===== src/rtl/console_tx.sv =====
// Buffered memory-mapped console transmitter: TX FIFO feeding an 8N1 serial
// shifter with a fixed bit period, plus a pollable status register.
module console_tx #(
  parameter int unsigned DEPTH_LOG2 = 4,
  parameter int unsigned DIVISOR    = 16
) (
  input  logic        clk,
  input  logic        reset_n,
  input  logic        cs,
  input  logic        addr,
  input  logic        we,
  input  logic [31:0] wdata,
  output logic [31:0] rdata,
  output logic        tx,
  output logic        irq
);

  localparam int unsigned DEPTH = 1 << DEPTH_LOG2;
  localparam logic [DEPTH_LOG2:0] FULL_CNT = {1'b1, {DEPTH_LOG2{1'b0}}};
  localparam logic [15:0] BAUD_RELOAD = 16'(DIVISOR - 1);

  typedef enum logic [1:0] {
    S_IDLE,
    S_START,
    S_DATA,
    S_STOP
  } state_t;

  logic [7:0]            mem [DEPTH];
  logic [DEPTH_LOG2-1:0] wptr;
  logic [DEPTH_LOG2-1:0] rptr;
  logic [DEPTH_LOG2:0]   count;
  logic [DEPTH_LOG2:0]   count_d;
  logic                  full;
  logic                  empty;
  logic                  ovf;

  state_t      state;
  state_t      state_d;
  logic [15:0] baud;
  logic [15:0] baud_d;
  logic [2:0]  bitidx;
  logic [2:0]  bitidx_d;
  logic [7:0]  shreg;
  logic [7:0]  shreg_d;
  logic        tx_d;
  logic        pop;

  logic        push_req;
  logic        push_ok;
  logic        ovf_set;
  logic        ovf_clr;
  logic [8:0]  count_ext;
  logic [7:0]  level;
  logic [31:0] status;
  logic        unused_wdata;

  assign unused_wdata = ^wdata[31:8];

  assign full  = (count == FULL_CNT);
  assign empty = (count == '0);

  // A push into a full FIFO is still accepted when the transmitter pops in
  // the same cycle; pointers never collide because the pop reads the old slot.
  assign push_req = cs & we & ~addr;
  assign push_ok  = push_req & (~full | pop);
  assign ovf_set  = push_req & ~push_ok;
  assign ovf_clr  = cs & we & addr & wdata[2];

  always_comb begin
    count_d = count;
    case ({push_ok, pop})
      2'b10:   count_d = count + (DEPTH_LOG2 + 1)'(1);
      2'b01:   count_d = count - (DEPTH_LOG2 + 1)'(1);
      default: count_d = count;
    endcase
  end

  always_comb begin
    count_ext = 9'(count);
    level     = count_ext[8] ? 8'hFF : count_ext[7:0];
    status    = {16'h0000, level, 4'h0, (state != S_IDLE), ovf, empty, full};
  end

  always_comb begin
    state_d  = state;
    baud_d   = baud;
    bitidx_d = bitidx;
    shreg_d  = shreg;
    tx_d     = 1'b1;
    pop      = 1'b0;
    case (state)
      S_IDLE: begin
        tx_d = 1'b1;
        if (!empty) begin
          pop     = 1'b1;
          shreg_d = mem[rptr];
          state_d = S_START;
          baud_d  = BAUD_RELOAD;
        end
      end
      S_START: begin
        tx_d = 1'b0;
        if (baud == '0) begin
          state_d  = S_DATA;
          baud_d   = BAUD_RELOAD;
          bitidx_d = '0;
        end else begin
          baud_d = baud - 16'd1;
        end
      end
      S_DATA: begin
        tx_d = shreg[0];
        if (baud == '0) begin
          baud_d = BAUD_RELOAD;
          if (bitidx == 3'd7) begin
            state_d = S_STOP;
          end else begin
            bitidx_d = bitidx + 3'd1;
            shreg_d  = {1'b0, shreg[7:1]};
          end
        end else begin
          baud_d = baud - 16'd1;
        end
      end
      S_STOP: begin
        tx_d = 1'b1;
        if (baud == '0) begin
          // Chain straight into the next start bit when more data is queued.
          if (!empty) begin
            pop     = 1'b1;
            shreg_d = mem[rptr];
            state_d = S_START;
            baud_d  = BAUD_RELOAD;
          end else begin
            state_d = S_IDLE;
          end
        end else begin
          baud_d = baud - 16'd1;
        end
      end
      default: begin
        state_d = S_IDLE;
      end
    endcase
  end

  always_ff @(posedge clk) begin
    if (push_ok) begin
      mem[wptr] <= wdata[7:0];
    end
  end

  always_ff @(posedge clk or negedge reset_n) begin
    if (!reset_n) begin
      state  <= S_IDLE;
      baud   <= '0;
      bitidx <= '0;
      shreg  <= '0;
      tx     <= 1'b1;
      wptr   <= '0;
      rptr   <= '0;
      count  <= '0;
      ovf    <= 1'b0;
      irq    <= 1'b1;
      rdata  <= '0;
    end else begin
      state  <= state_d;
      baud   <= baud_d;
      bitidx <= bitidx_d;
      shreg  <= shreg_d;
      tx     <= tx_d;
      count  <= count_d;
      if (push_ok) begin
        wptr <= wptr + DEPTH_LOG2'(1);
      end
      if (pop) begin
        rptr <= rptr + DEPTH_LOG2'(1);
      end
      ovf <= ovf_set | (ovf & ~ovf_clr);
      irq <= empty & (state == S_IDLE);
      if (cs & ~we) begin
        rdata <= addr ? status : '0;
      end
    end
  end

endmodule

===== config.mk =====
export PLATFORM = sky130hd
export DESIGN_NAME = console_tx
export DESIGN_NICKNAME = d
export VERILOG_FILES = /design/src/rtl/console_tx.sv
export SDC_FILE = /design/constraint.sdc
export NUM_CORES = 1
export LEC_CHECK = 0
export ABC_AREA = 1
export BUFFER_PORTS_ARGS = -buffer_cell sky130_fd_sc_hd__buf_2
export CAP_MARGIN = 20
export CORE_ASPECT_RATIO = 0.75
export CORE_MARGIN = 4
export CORE_UTILIZATION = 60
export CTS_CLUSTER_SIZE = 28
export DETAILED_ROUTE_END_ITERATION = 12
export GPL_TIMING_DRIVEN = 0
export PLACE_DENSITY = 0.88
export SYNTH_ARGS = -nofsm -noshare
export SYNTH_HDL_FRONTEND = slang
export SYNTH_SLANG_ARGS = --single-unit

===== constraint.sdc =====
create_clock -name clk -period 6.9 [get_ports clk]
set_input_delay 1.035 -clock clk [delete_from_list [all_inputs] [get_ports clk]]
set_output_delay 1.035 -clock clk [all_outputs]
set_load 0.01 [all_outputs]

==> flow_summary.json, run 1 <==
{
  "vias": 6111,
  "vdd.ir_drop.worst_uv": 215,
  "power.total_uw": 2490,
  "root_buffer": "clkbuf_16",
  "powerDensity_nw_per_um2": 274,
  "num_io_pins": 71,
  "multiInputGateArea_um2": 2440,
  "min_path_type": "reg2reg",
  "grtUsageTotal_pct": 27.5,
  "fmax_ghz": 0.316,
  "hold_violations": 0,
  "grt_pass1_wl_mm": 31.7,
  "setup_slack_ns": 3.74,
  "antenna_left": 0,
  "avgSynthCellArea_um2": 11.2,
  "crit_slowest_cell": "nor2_1",
  "core_area_um2": 13100,
  "antenna_found_initial": 0,
  "cpPeakStageDelay_ns": 0.81,
  "grt_max_degree": 34,
  "synth-main-ff-cell": "edfxtp_1",
  "wl_per_cell_um": 20.9,
  "relSlewSlack_pct": 33.1,
  "post-route-min-period_ns": 3.16,
  "synth-adder-area-share_pct": 2.48,
  "viasPerCell": 6.29,
  "drive_gt1_share_pct": 12.8,
  "syn_inst": 722,
  "tightest_slew_ns": 1.00,
  "fillers": 855,
  "gp_congestion": 0.900,
  "die-area_um2": 15400,
  "critPathRequiredTime_ns": 6.96,
  "arrival_ns": 3.22,
  "grt_pass1_vias": 5946,
  "dr.pass1.iters": 5,
  "cp_max_fo": 8,
  "cts_hold_buf": 0,
  "synthArstFlopShare_pct": 29.7,
  "ff_latch_area_um2": 5200,
  "synth_compound_area_share_pct": 12.7,
  "area_growth_pct": 12.7,
  "synth_xor_area_share_pct": 2.17,
  "fin_tns_setup_ns": 0,
  "fin_crit_sh_pct": 45.9,
  "drt_iter0_markers": 1090,
  "pre_cts_ws_ns": 3.85,
  "numPortBuffers": 23,
  "wirelength_mm": 20.3,
  "rsz0062_at_grt": "no",
  "synth_top_family_by_area": "compound AO/OA/AOI/OAI gates",
  "synthMuxAreaShare_pct": 0,
  "die_h_um": 108,
  "placementRows": 36,
  "grt_remaining_overflow": 0,
  "post_cts_resized": 0,
  "yosys_register_bits": 182,
  "clkTransAtPathRegs_ns": 0.07,
  "cp-end-kind": "register",
  "cts_tree": "done",
  "synthSimpleGateAreaFrac_pct": 11.8,
  "finClkSkew_ns": 0.0152,
  "synth-seq-area-share_pct": 64.3,
  "cp_cell_sequence": "inv_1, ha_1, inv_1, nand3_2, o21bai_4, inv_4, nand2_2, nand2_2, inv_4, nand2_1, nor2_1",
  "cts_setup_buffers": 0,
  "setup_viol": 0,
  "maxSlewViolCount": 0,
  "cts_made_buffers": 17,
  "fp.dieW_um": 142,
  "insertion_delay_ns": 0.44,
  "drc": 0,
  "cts.sinks": 182,
  "critPathKind": "reg2reg",
  "yosysWarnings": 0,
  "cap_violations": 0,
  "initial_core_util_pct": 61.8,
  "p_leak_uw": 0.00372,
  "cp-start-kind": "register",
  "htree_levels": 4,
  "dp_hpwl_mm": 13.2,
  "outcome": "completed",
  "ys_types": 36,
  "n_antenna_cell": 0,
  "clk_path_buf_depth": 2,
  "synth-edff-count": 128,
  "synth_area_um2": 8080,
  "nNetsFinal": 840,
  "crit_family": "simple AND/OR/NAND/NOR gates",
  "path_buf_inv": 4
}
==> where the power goes <==
group / total [µW] / internal (µW) / leakage, µW / switching (µW)
Combinational: 241 / 70.7 / 0.00160 / 170
Sequential: 1270 / 1230 / 0.00183 / 40.3
Clock: 985 / 545 / 0.000293 / 440
Total: 2490 / 1840 / 0.00372 / 651
==> per-layer routing <==
metal	vias up	GRT usage, %	wire, µm
li1	2644	-	-
met1	2884	36.3	7340
met2	503	43.4	9580
met3	80	8.22	2770
met4	0	10.4	608
met5	-	0	0
==> state kept, by name, summed over array words and instances (netlist names) <==
name    count
count       5
state       2
irq         1
wptr        4
shreg       8
ovf         1
baud       16
tx          1
bitidx      3
rptr        4
mem       128
rdata       9
==> metrics by stage <==
step                      instances  util [%]  hold WS, ns  instance area [µm²]
final                           971      69.7        0.494                 9110
after global routing            971      69.7        0.533                 9110
after CTS                       971      69.7        0.489                 9110
after detailed placement        939      65.2        0.470                 8510
after global placement          938      65.0        0.469                 8490
after floorplan                 744         -        0.442                 8160
==> worst min-delay path, cell delays in order (launching register included) <==
cell and delay (ns):
dfrtp_1 0.36, nand2_1 0.06, nand2_1 0.05
==> cells by family (layout without fill, tap and decap cells) <==
group,count (synthesis),in the layout
other,1,23
flip-flops,182,182
buffers and inverters,112,168
AND/OR/NAND/NOR,224,224
XOR/XNOR,20,20
AO/OA/AOI/OAI,167,167
adder cells (fa/ha/maj),16,16
==> layout by cell type, fill, tap and decap left out, types with 3 or more instances in the layout <==
master and instances:
inv_8 4, o22ai_1 18, nand2_2 4, o221ai_1 38, dfrtp_1 52, buf_2 23
a21oi_1 36, nor2_2 6, nor3_1 6, clkbuf_1 25, buf_4 23, clkinv_1 3
nand2_1 119, nor2_1 57, nand3_1 20, inv_1 56, clkbuf_16 17, inv_6 3
nand4_1 4, o21ai_0 69, xnor2_1 3, conb_1 23, xor2_1 17, edfxtp_1 128
ha_1 16
==> final cells by class <==
type | instances | share of cell area (%)
well taps | 171 | 2.35
repair buffers | 24 | 1.48
inverters | 62 | 2.61
clock buffers | 17 | 4.67
flip-flops and latches | 182 | 57.1
plain buffers | 50 | 3.09
clock inverters | 15 | 1.87
multi-input cells | 450 | 26.8
==> synth_stat cells (3+ instances only) <==
master,n,area share (%)
a21oi_1,36,2.2
buf_4,23,2.1
clkbuf_1,25,1.2
dfrtp_1,52,16
edfxtp_1,128,48
ha_1,16,2.5
inv_1,56,2.6
nand2_1,119,5.5
nand2_2,4,0.31
nand3_1,20,1.2
nand4_1,4,0.31
nor2_1,57,2.6
nor2_2,6,0.46
nor3_1,6,0.37
o21ai_0,69,4.3
o221ai_1,38,4.1
o22ai_1,18,1.4
xnor2_1,3,0.33
xor2_1,17,1.8
==> final timing paths <==
kind | cells after the start | end | start | slack [ns]
min in group asynchronous | 1 | baud[9] | reset_n | 0.57
setup / recovery | 11 | mem[11][2] | state[0] | 3.74
max in group asynchronous | 2 | tx | reset_n | 5.70
hold / removal | 2 | rdata[2] | ovf | 0.49
setup reg to reg | 11 | mem[11][2] | state[0] | 3.74
hold reg to reg | 2 | rdata[2] | ovf | 0.49
No activity file was read; power rests on OpenSTA's default activity.
==> run 2, diff against run 1 <==
--- a/config.mk
+++ b/config.mk
@@ -10,11 +10,11 @@
 export CAP_MARGIN = 20
 export CORE_ASPECT_RATIO = 0.75
 export CORE_MARGIN = 4
-export CORE_UTILIZATION = 60
+export CORE_UTILIZATION = 54
 export CTS_CLUSTER_SIZE = 28
 export DETAILED_ROUTE_END_ITERATION = 12
 export GPL_TIMING_DRIVEN = 0
-export PLACE_DENSITY = 0.88
+export PLACE_DENSITY = 0.84
 export SYNTH_ARGS = -nofsm -noshare
 export SYNTH_HDL_FRONTEND = slang
 export SYNTH_SLANG_ARGS = --single-unit
==> constraint.sdc (replaced) <==
create_clock -name clk -period 2.7 [get_ports clk]
set_input_delay 0.405 -clock clk [delete_from_list [all_inputs] [get_ports clk]]
set_output_delay 0.405 -clock clk [all_outputs]
set_load 0.01 [all_outputs]
==> run 2 against run 1 <==
Compared with the run above:
- maximum frequency rose by 19%
- combinational power rose to 2.8 times the previous value
- clock power rose by 150%
- design area rose by 4.1%
- cell count rose by 4.3%
- die area rose by 10%
- sequential cell count did not move
- power rose to 2.6 times the previous value
- critical endpoint is now shreg[6]
- largest power group unchanged
==> flow_summary.json, run 2 (same netlist as run 1, synthesis figures left out) <==
{
  "cap_violations": 0,
  "htree_levels": 4,
  "insertion_delay_ns": 0.44,
  "cp-start-kind": "register",
  "final_cell_mix": "128 x edfxtp_1, 119 x nand2_1, 69 x o21ai_0",
  "grt_pass1_vias": 5597,
  "outcome": "completed",
  "gp_congestion": 0.871,
  "dr.pass1.iters": 5,
  "placed_cells": 968,
  "pwr-share-seq_pct": 50.9,
  "finClkSkew_ns": 0.00677,
  "cp_max_fo": 10,
  "place_area_um2": 8550,
  "initial_core_util_pct": 55.5,
  "nNetsFinal": 853,
  "root_buffer": "clkbuf_16",
  "grtUsageTotal_pct": 23.3,
  "final_util_pct": 65.2,
  "critPathKind": "reg2reg",
  "setup_slack_ns": 0.0428,
  "core_area_um2": 14500,
  "fmax_ghz": 0.376,
  "die_h_um": 114,
  "cts_made_buffers": 17,
  "cts.sinks": 182,
  "maxSlewViolCount": 0,
  "post-route-min-period_ns": 2.66,
  "p_sw_uw": 1650,
  "clk_path_buf_depth": 2,
  "dp_hpwl_mm": 12.4,
  "design_area_um2": 9480,
  "instances_no_fill": 1013,
  "relSlewSlack_pct": 51.4,
  "wl_per_cell_um": 19.4,
  "clkTransAtPathRegs_ns": 0.07,
  "hold_violations": 0,
  "p_comb_share_pct": 10.8,
  "drc": 0,
  "power_frac_clock_pct": 38.4,
  "n_antenna_cell": 0,
  "arrival_ns": 2.96,
  "grt_remaining_overflow": 0,
  "cts_tree": "done",
  "area_growth_pct": 17.3,
  "fp.dieW_um": 149,
  "grt_max_degree": 31,
  "numPortBuffers": 23,
  "placementRows": 38,
  "internal_power_uw": 4710,
  "cp-end-kind": "register",
  "min_path_type": "in2async",
  "num_io_pins": 71,
  "antenna_left": 0,
  "antenna_found_initial": 0,
  "vdd.ir_drop.worst_uv": 525,
  "rsz0062_at_grt": "yes",
  "top_regs": "mem x128, baud x16, rdata x9",
  "vias": 5911,
  "cts_hold_buf": 0,
  "p_sw_share_pct": 26.0,
  "final_common_cell": "edfxtp_1",
  "fin_crit_sh_pct": 98.4,
  "critPathRequiredTime_ns": 3.00,
  "wirelength_mm": 19.7,
  "p_leak_uw": 0.00379,
  "largest_reg_flops": 128,
  "viasPerCell": 5.84,
  "fillers": 1029,
  "powerDensity_nw_per_um2": 671,
  "reg2reg_depth": 7,
  "drt_iter0_markers": 851,
  "pre_cts_ws_ns": -0.365,
  "setup_viol": 0,
  "tightest_slew_ns": 0.729,
  "grt_pass1_wl_mm": 30.1,
  "die-area_um2": 17000,
  "drive_gt1_share_pct": 16.5,
  "top_register": "mem"
}
## run 2: changes by cell type in the layout (fill, tap and decap cells not counted), sizes merged
cell	delta
clkinv	-1
clkinvlp	+5
buf	+13
inv	-4
## run 2: worst paths after layout
path / startpoint / endpoint / slack [ns]
worst max-delay path: rptr[1] / shreg[6] / 0.04
worst min-delay path: reset_n / baud[7] / 0.03
worst max register to register: rptr[1] / shreg[6] / 0.04
worst min register to register: rdata[11] / rdata[11] / 0.51
max in group asynchronous: reset_n / irq / 2.03
min in group clk: addr / ovf / 0.31
## run 2: metal layers
layer  vias to the layer above  part of all wire [%]  routed length, µm  GRT usage [%]
met5                         -                     0                  0              0
met4                         0                   2.3                461           9.02
met3                        40                    12               2430           6.87
met2                       377                    46               9020           34.3
met1                      2821                    40               7780           33.0
li1                       2673                     -                  -              -
## run 2: metrics by stage
step / setup TNS, ns / hold WS, ns / total power (µW)
2_1_floorplan: 0 / 0.109 / 3660
3_3_place_gp: -29.38 / 0.476 / 3840
3_5_place_dp: -33.51 / 0.486 / 3870
4_1_cts: -0.00103 / 0.0386 / 6310
5_1_grt: -1.92 / 0.0827 / 6570
6_report: 0 / 0.0254 / 6360
## run 2: layout make-up
class / count / area (µm²) / area share (%)
clock buffer: 17 / 425 / 4.49
timing repair buffer: 37 / 370 / 3.91
sequential: 182 / 5200 / 54.8
multi-input combinational: 450 / 2560 / 27.0
clock inverter: 15 / 154 / 1.62
inverter: 62 / 238 / 2.51
tap: 200 / 250 / 2.64
buffer: 50 / 283 / 2.98
## run 2: power by group through the flow
stage | Sequential [µW] | Clock (µW) | Combinational, µW
final | 3240 | 2440 | 685
after global routing | 3250 | 2560 | 766
after CTS | 3230 | 2440 | 634
after detailed placement | 3290 | 0 | 575
after global placement | 3290 | 0 | 554
after floorplan | 3280 | 0 | 381
## run 2: what timing repair did
item | 4_1_cts | 5_1_grt
gates resized for setup | 25 | 9
endpoints found under the hold margin | 0 | 0
endpoints found under the setup margin | 128 | 131
buffers inserted | 3 | 10
pin swaps | 2 | 11
## run 2: worst max-delay path: stages, from the launching register on
cell      delay (ns)
dfrtp_1         0.40
clkbuf_1        0.40
nand2_1         0.34
clkbuf_1        0.40
o221ai_1        0.39
o221ai_1        0.20
a21oi_1         0.28
o22ai_1         0.12
==> run 3, diff against run 2 <==
--- a/config.mk
+++ b/config.mk
@@ -15,6 +15,8 @@
 export DETAILED_ROUTE_END_ITERATION = 12
 export GPL_TIMING_DRIVEN = 0
 export PLACE_DENSITY = 0.84
+export RECOVER_POWER = 50
+export SLEW_MARGIN = 0
 export SYNTH_ARGS = -nofsm -noshare
 export SYNTH_HDL_FRONTEND = slang
 export SYNTH_SLANG_ARGS = --single-unit
==> run 3 against run 2 <==
Compared with the run above:
- the run now ends with capacitance limit, slew limit left
- sequential share of layout area rose by 0.11 points
- routed wire length fell by 0.21%
- design area fell by 0.20%
- die area did not move
- critical path depth did not move
- first-iteration DRC count fell by 5.8%
- largest cell class unchanged
==> flow_summary.json, run 3 (same netlist as run 1, synthesis figures left out) <==
{
  "outcome": "finished with violations",
  "violations": "capacitance limit, slew limit",
  "critPathRequiredTime_ns": 3.00,
  "fmax_ghz": 0.378,
  "core_area_um2": 14500,
  "cts_tree": "done",
  "r2r-start": "rptr[1]",
  "relSlewSlack_pct": -10.6,
  "post-route-min-period_ns": 2.65,
  "nNetsFinal": 853,
  "fin_crit_sh_pct": 98.1,
  "crit_family": "compound AO/OA/AOI/OAI gates",
  "cts_hold_buf": 0,
  "placed_cells": 968,
  "dr.pass1.iters": 5,
  "die_h_um": 114,
  "area_growth_pct": 17.1,
  "htree_levels": 4,
  "finClkSkew_ns": 0.00735,
  "startpoint": "rptr[1]",
  "cts.sinks": 182,
  "viasPerCell": 5.79,
  "arrival_ns": 2.94,
  "grtUsageTotal_pct": 23.3,
  "wirelength_mm": 19.7,
  "top_regs": "mem x128, baud x16, rdata x9",
  "reg2reg_to": "shreg[6]",
  "clkTransAtPathRegs_ns": 0.07,
  "cts_made_buffers": 17,
  "antenna_found_initial": 0,
  "hold_start": "addr",
  "drt_iter0_markers": 802,
  "vdd.ir_drop.worst_uv": 524,
  "cp-end-kind": "register",
  "power.total_uw": 6360,
  "path_buf_inv": 2,
  "dp_hpwl_mm": 12.4,
  "cp-start-kind": "register",
  "grt_max_degree": 31,
  "placementRows": 38,
  "fp.dieW_um": 149,
  "grt_pass1_vias": 5597,
  "instances_no_fill": 1013,
  "fillers": 1034,
  "top_register": "mem",
  "final_common_cell": "edfxtp_1",
  "largest_reg_flops": 128,
  "hold_violations": 0,
  "insertion_delay_ns": 0.43,
  "num_io_pins": 71,
  "setup_viol": 0,
  "whs_path_depth": 4,
  "holdWs_ns": 0.304,
  "gp_congestion": 0.871,
  "p_leak_uw": 0.00377,
  "grt_remaining_overflow": 0,
  "reg2reg_depth": 7,
  "rsz0062_at_grt": "yes",
  "powerDensity_nw_per_um2": 672,
  "whs_endpoint": "ovf",
  "cap_violations": 1,
  "maxSlewViolCount": 31,
  "cp_max_fo": 10,
  "wl_per_cell_um": 19.4,
  "grt_pass1_wl_mm": 30.1,
  "reg2reg_slack_ns": 0.05,
  "initial_core_util_pct": 55.5,
  "final_cell_mix": "128 x edfxtp_1, 119 x nand2_1, 69 x o21ai_0",
  "numPortBuffers": 23,
  "drc": 0,
  "cpPeakStageDelay_ns": 0.41,
  "clk_path_buf_depth": 2,
  "tightest_slew_ns": 1.66,
  "n_antenna_cell": 0,
  "drive_gt1_share_pct": 15.3,
  "min_path_type": "in2reg",
  "critPathKind": "reg2reg",
  "root_buffer": "clkbuf_16",
  "vias": 5868,
  "antenna_left": 0,
  "die-area_um2": 17000,
  "cp_cell_sequence": "clkbuf_1, nand2_1, clkbuf_1, o221ai_1, o221ai_1, a21oi_1, o22ai_1",
  "crit_slowest_cell": "dfrtp_1"
}
[run 3: how the worst max path moves through the flow]
stage,endpoint,cells after the start
after floorplan,mem[11][0],11
after global placement,mem[15][2],11
after detailed placement,mem[15][4],11
after CTS,mem[9][5],11
after global routing,mem[5][6],12
final,shreg[6],7
[run 3: per-stage QoR]
stage | utilization [%] | worst slack (ns) | instance area (µm²) | TNS, ns
after floorplan | - | 0.321 | 8160 | 0
after global placement | 58.6 | -0.298 | 8530 | -29.38
after detailed placement | 58.7 | -0.365 | 8550 | -33.51
after CTS | 63.6 | -0.000326 | 9250 | -0.00103
after global routing | 65.0 | -0.0943 | 9460 | -1.92
final | 65.0 | 0.0520 | 9460 | 0
[run 3: power by group]
group          switching (µW)  internal [µW]  total [µW]
combinational             481            202         683
clock                    1080           1360        2440
sequential               96.8           3140        3240
[run 3: final cells by class]
type                       instances  area, µm²  share of cell area [%]
sequential                       182       5200                    54.9
multi-input combinational        450       2560                    27.1
clock buffer                      17        425                    4.50
timing repair buffer              37        352                    3.72
buffer                            50        283                    2.99
tap                              200        250                    2.64
inverter                          62        238                    2.51
clock inverter                    15        154                    1.63
[run 3: timing repair]
action,4_1_cts,5_1_grt
gates resized for setup,25,9
pin swaps,2,11
setup buffers,3,10
hold endpoints to repair,0,0
setup endpoints to repair,128,131
[run 3: layer usage]
metal / global-route usage [%] / share of wire (%) / vias to the layer above
met1: 33.0 / 40 / 2815
met2: 34.3 / 46 / 340
li1: - / - / 2668
met5: 0 / 0 / -
met4: 9.02 / 2.4 / 0
met3: 6.87 / 11 / 45
[run 3: tightest hold or removal path, stage by stage]
cell     delay [ns]
buf_2          0.11
nand4_1        0.07
nand2_1        0.05
o21ai_0        0.07
